**config.mk**
```make
export PLATFORM = sky130hd
export DESIGN_NAME = bcd_to_unsigned
export DESIGN_NICKNAME = d
export VERILOG_FILES = /design/src/rtl/bcd_to_unsigned.sv
export SDC_FILE = /design/constraint.sdc
export NUM_CORES = 1
export LEC_CHECK = 0
export CELL_PAD_IN_SITES_DETAIL_PLACEMENT = 2
export CELL_PAD_IN_SITES_GLOBAL_PLACEMENT = 2
export CORE_MARGIN = 2
export CORE_UTILIZATION = 33
export DETAILED_ROUTE_END_ITERATION = 12
export PLACE_DENSITY_LB_ADDON = 0.12
export SETUP_SLACK_MARGIN = 0.15
export SYNTH_ARGS = -nofsm -noshare
export SYNTH_HDL_FRONTEND = slang
export SYNTH_SLANG_ARGS = --single-unit
```
**constraint.sdc**
```tcl
create_clock -name clk -period 2 [get_ports clk]
set_clock_uncertainty 0.2 [all_clocks]
set_input_delay 0.4 -clock clk [delete_from_list [all_inputs] [get_ports clk]]
set_output_delay 0.4 -clock clk [all_outputs]
set_load 0.02 [all_outputs]
```
**src/rtl/bcd_to_unsigned.sv**
```systemverilog
// Sequential packed-BCD to binary converter using reverse double-dabble,
// one bit per clock, with a trigger/idle handshake and illegal-digit flag.
module bcd_to_unsigned #(
    parameter int N_DIGITS = 8,
    parameter int OUT_W    = 32
) (
    input  logic                  clk,
    input  logic                  rst,
    input  logic                  trigger,
    input  logic [4*N_DIGITS-1:0] bcd,
    output logic                  idle,
    output logic                  done,
    output logic [OUT_W-1:0]      out,
    output logic                  error
);

    localparam int BCD_W = 4 * N_DIGITS;
    localparam int CNT_W = (BCD_W > 1) ? $clog2(BCD_W) : 1;
    localparam logic [CNT_W-1:0] LAST_ITER = CNT_W'(BCD_W - 1);

    localparam logic [1:0] S_IDLE    = 2'd0;
    localparam logic [1:0] S_CONVERT = 2'd1;
    localparam logic [1:0] S_FINISH  = 2'd2;

    logic [1:0]       state_q, state_d;
    logic [BCD_W-1:0] d_q, d_d;
    logic [BCD_W-1:0] b_q, b_d;
    logic [CNT_W-1:0] cnt_q, cnt_d;
    logic             err_q, err_d;
    logic             done_q, done_d;
    logic [OUT_W-1:0] out_q, out_d;
    logic             error_q, error_d;

    logic             bcd_bad;
    logic [BCD_W-1:0] d_shift, d_corr, b_shift;

    // NOTE: every variable assigned in an always_comb gets a default first so
    // no path leaves it unassigned, which would infer a latch.
    always_comb begin
        bcd_bad = 1'b0;
        for (int i = 0; i < N_DIGITS; i++) begin
            if (bcd[4*i +: 4] > 4'd9) bcd_bad = 1'b1;
        end
    end

    // One reverse double-dabble step: shift {D,B} right, then pull every
    // D digit that landed at 8 or above back by 3.
    always_comb begin
        d_shift = {1'b0, d_q[BCD_W-1:1]};
        b_shift = {d_q[0], b_q[BCD_W-1:1]};
        d_corr  = d_shift;
        for (int i = 0; i < N_DIGITS; i++) begin
            if (d_shift[4*i +: 4] >= 4'd8) d_corr[4*i +: 4] = d_shift[4*i +: 4] - 4'd3;
        end
    end

    always_comb begin
        state_d = state_q;
        d_d     = d_q;
        b_d     = b_q;
        cnt_d   = cnt_q;
        err_d   = err_q;
        done_d  = 1'b0;
        out_d   = out_q;
        error_d = error_q;
        case (state_q)
            S_IDLE: begin
                if (trigger) begin
                    d_d     = bcd;
                    b_d     = '0;
                    cnt_d   = '0;
                    err_d   = bcd_bad;
                    state_d = S_CONVERT;
                end
            end
            S_CONVERT: begin
                d_d   = d_corr;
                b_d   = b_shift;
                cnt_d = cnt_q + 1'b1;
                if (cnt_q == LAST_ITER) state_d = S_FINISH;
            end
            S_FINISH: begin
                out_d   = err_q ? '0 : OUT_W'(b_q);
                error_d = err_q;
                done_d  = 1'b1;
                state_d = S_IDLE;
            end
            default: state_d = S_IDLE;
        endcase
    end

    // NOTE: sequential state uses non-blocking assignments so every register
    // samples the pre-edge values, independent of statement order.
    always_ff @(posedge clk) begin
        if (rst) begin
            state_q <= S_IDLE;
            d_q     <= '0;
            b_q     <= '0;
            cnt_q   <= '0;
            err_q   <= 1'b0;
            done_q  <= 1'b0;
            out_q   <= '0;
            error_q <= 1'b0;
        end else begin
            state_q <= state_d;
            d_q     <= d_d;
            b_q     <= b_d;
            cnt_q   <= cnt_d;
            err_q   <= err_d;
            done_q  <= done_d;
            out_q   <= out_d;
            error_q <= error_d;
        end
    end

    assign idle  = (state_q == S_IDLE);
    assign done  = done_q;
    assign out   = out_q;
    assign error = error_q;

endmodule

```
==> results.py <==
metrics = {
    "run_status": {
        "status": "completed",
    },
    "floorplan": {
        "die_y_um": 124,
        "io_pins": 70,
        "rows": 43,
        "dieArea_um2": 15300,
        "initial_core_util": 0.339,
        "dieWidth_um": 124,
        "coreArea_um2": 13900,
    },
    "route": {
        "drc": 0,
        "vias_per_cell": 5.36,
        "met1_length_um": 6570,
        "drt-initial-drc-count": 196,
        "highest_layer": "met4",
        "drt_pre_antenna_iters": 4,
        "wl_met2_um": 7340,
        "wl_met3_um": 351,
        "vias": 4247,
        "routedWlPerCell_um": 18.2,
        "drt_wl_total_um": 14400,
        "drtAntennaViolNets": 0,
    },
    "worst_setup_path": {
        "crit_required_ns": 1.40,
        "reg2reg_depth": 5,
        "cp_slowest_cell": "dfxtp_1",
        "r2r_start": "state_q[1]$_SDFFE_PP0P_",
        "r2r-end": "out[25]$_SDFFE_PP0P_",
        "rrSetupSlack_ns": 0.25,
        "crit_chain": "nor2_1 -> clkbuf_2",
        "slowest_delay_ns": 0.38,
        "crit_path_end_kind": "output port",
        "cp-start-kind": "register",
        "worst-endpoint-arrival_ns": 1.16,
        "cp_max_fo": 5,
        "critPathKind": "reg -> out",
    },
    "sta": {
        "hold_viol": 0,
        "relSlewSlack": 0.709,
        "period_minus_slack_ns": 1.76,
        "fin_crit_sh": 0.882,
        "setup_viol": 0,
        "worst_slew_pin_slew_ns": 0.434,
        "rsz0062_at_grt": "false",
        "finalSetupTns_ns": 0,
        "slew_viol_final": 0,
        "max_freq_ghz": 0.567,
    },
    "synthesis": {
        "synth_area_leader_cell": "dfxtp_1",
        "yosysWarnings": 0,
        "synth-seq-area-share": 0.449,
        "ys_ff_latch": 106,
        "syn_inst": 546,
        "ys.flop_type": "dfxtp_1",
        "synth_nets": 597,
        "synthDistinctLibCells": 36,
        "async_reset_ff_frac": 0,
        "syn_avg_cell_area_um2": 8.65,
        "synthTopCellsByArea": "dfxtp_1 45%, a21oi_1 6.7%, a22o_1 5.9%",
        "synth_enable_flop_cells": 0,
        "synth_top_area_share": 0.449,
        "synth_area_um2": 4720,
    },
    "min_path": {
        "hold_class": "reg -> reg",
        "hold_path_depth": 1,
        "min-delay-start": "out[12]$_SDFFE_PP0P_",
        "min_to": "out[12]$_SDFFE_PP0P_",
    },
    "clocking": {
        "root_buffer": "clkbuf_16",
        "ctsHoldBuffers": 0,
        "numCtsBuffers": 9,
        "clk_path_buf_depth": 2,
        "clk_pin_slew_ns": 0.07,
        "clkLatencyLatePin_ns": 0.35,
        "cts.sinks": 106,
        "cts.htree.levels": 3,
        "cts_tree": "done",
    },
    "placement": {
        "dp_cells": 777,
        "port-buffer-count": 69,
        "place.gp.congestion": 0.779,
        "hpwl_um": 9760,
    },
    "cells_and_area": {
        "fin_cells": 792,
        "final_util": 0.424,
        "area_growth_syn_to_layout_pct": 25.1,
        "diodes": 0,
        "layout_common_cells": "106 x dfxtp_1, 67 x nand2_1, 63 x a21oi_1",
        "drive_above_1_share": 0.0899,
        "final_common_cell": "dfxtp_1",
        "fill_cells": 1540,
        "layout.nets": 659,
    },
    "global_route": {
        "antenna_found_initial": 0,
        "track_usage": 0.203,
        "grt_max_degree": 35,
        "grt_pass1_vias": 4635,
        "overflow": 0,
        "grt_pass1_wl_um": 24000,
    },
    "pwr": {
        "vdd_drop_max_mv": 0.402,
        "leakage_uw": 0.00238,
        "power_density_nw_per_um2": 789,
    },
    "run": {
        "maxCapViolations": 0,
    },
}
how the worst max path moves through the flow:
stage	from	to	slack, ns	cells past startpoint
finish	state_q[1]$_SDFFE_PP0P_	idle	0.24	2
global route	state_q[1]$_SDFFE_PP0P_	out[1]$_SDFFE_PP0P_	0.16	5
CTS	state_q[1]$_SDFFE_PP0P_	idle	0.07	2
floorplan	state_q[1]$_SDFFE_PP0P_	idle	0.30	4
detailed placement	trigger	d_q[6]$_SDFFE_PP0P_	-0.36	5
global placement	trigger	d_q[22]$_SDFFE_PP0P_	-0.32	5
worst max-delay path, delay by kind of cell (launching register included):
kind,cells,cell delay [ns]
and+or+nand+nor,1,0.22
DFF,1,0.38
buffers and inverters,1,0.21
synth_stat cells, types with 9 or more instances:
master     instances
a22o_1            32
dfxtp_1          106
ha_1              16
inv_1             14
nor2_1            51
clkbuf_1          13
nand3_1           41
a21oi_1           63
nand2b_1          16
buf_2             19
a2bb2oi_1         13
nor2b_1            9
nand2_1           67
final cells by class:
class	instances	area, um^2	share of cell area
Tap cell	180	225	0.0381
Timing Repair Buffer	94	880	0.149
Sequential cell	106	2120	0.359
Clock inverter	4	53.8	0.00910
Clock buffer	11	233	0.0394
Multi-Input combinational cell	383	2340	0.397
Inverter	14	52.6	0.00889
cell families after synthesis:
logic type | Yosys count | share of synthesized area
flip-flops | 106 | 0.449
XOR/XNOR | 14 | 0.0260
multiplexers | 2 | 0.00477
AND/OR/NAND/NOR | 212 | 0.215
adder cells (fa/ha/maj) | 16 | 0.0424
AO/OA/AOI/OAI | 139 | 0.202
buffers and inverters | 57 | 0.0599
metal layers:
layer | vias up | GRT usage
met3 | 9 | 0.0353
met4 | 0 | 0.0547
li1 | 2021 | -
met2 | 47 | 0.369
met5 | - | 0
met1 | 2170 | 0.245
registers in the layout (all words and copies together) (netlist names):
signal and flops:
b_q 32, cnt_q 5, d_q 32, done 1, err_q 1, error 1, out 32, state_q 2
what timing repair did:
action                     in CTS  in global routing
setup endpoints to repair      94                 69
buffers inserted                0                  0
resized for setup              41                  8
where the power goes:
| part | switching (uW) | total [uW] | internal (uW) |
|---|---|---|---|
| combinational | 343 | 614 | 271 |
| clock | 826 | 1790 | 969 |
| sequential | 81.3 | 2250 | 2170 |
| total | 1250 | 4660 | 3410 |
metrics by stage:
stage	total power, uW	cell area (um^2)	worst slack [ns]	hold WS [ns]
after floorplan	2660	4720	0.302	0.232
after global placement	2880	5640	-0.316	0.255
final	4660	5910	0.236	0.270
after global routing	4890	5910	0.158	0.292
after CTS	4730	5890	0.0700	0.277
after detailed placement	2910	5640	-0.361	0.257
Note: power is estimated with default switching activity, not from simulation.
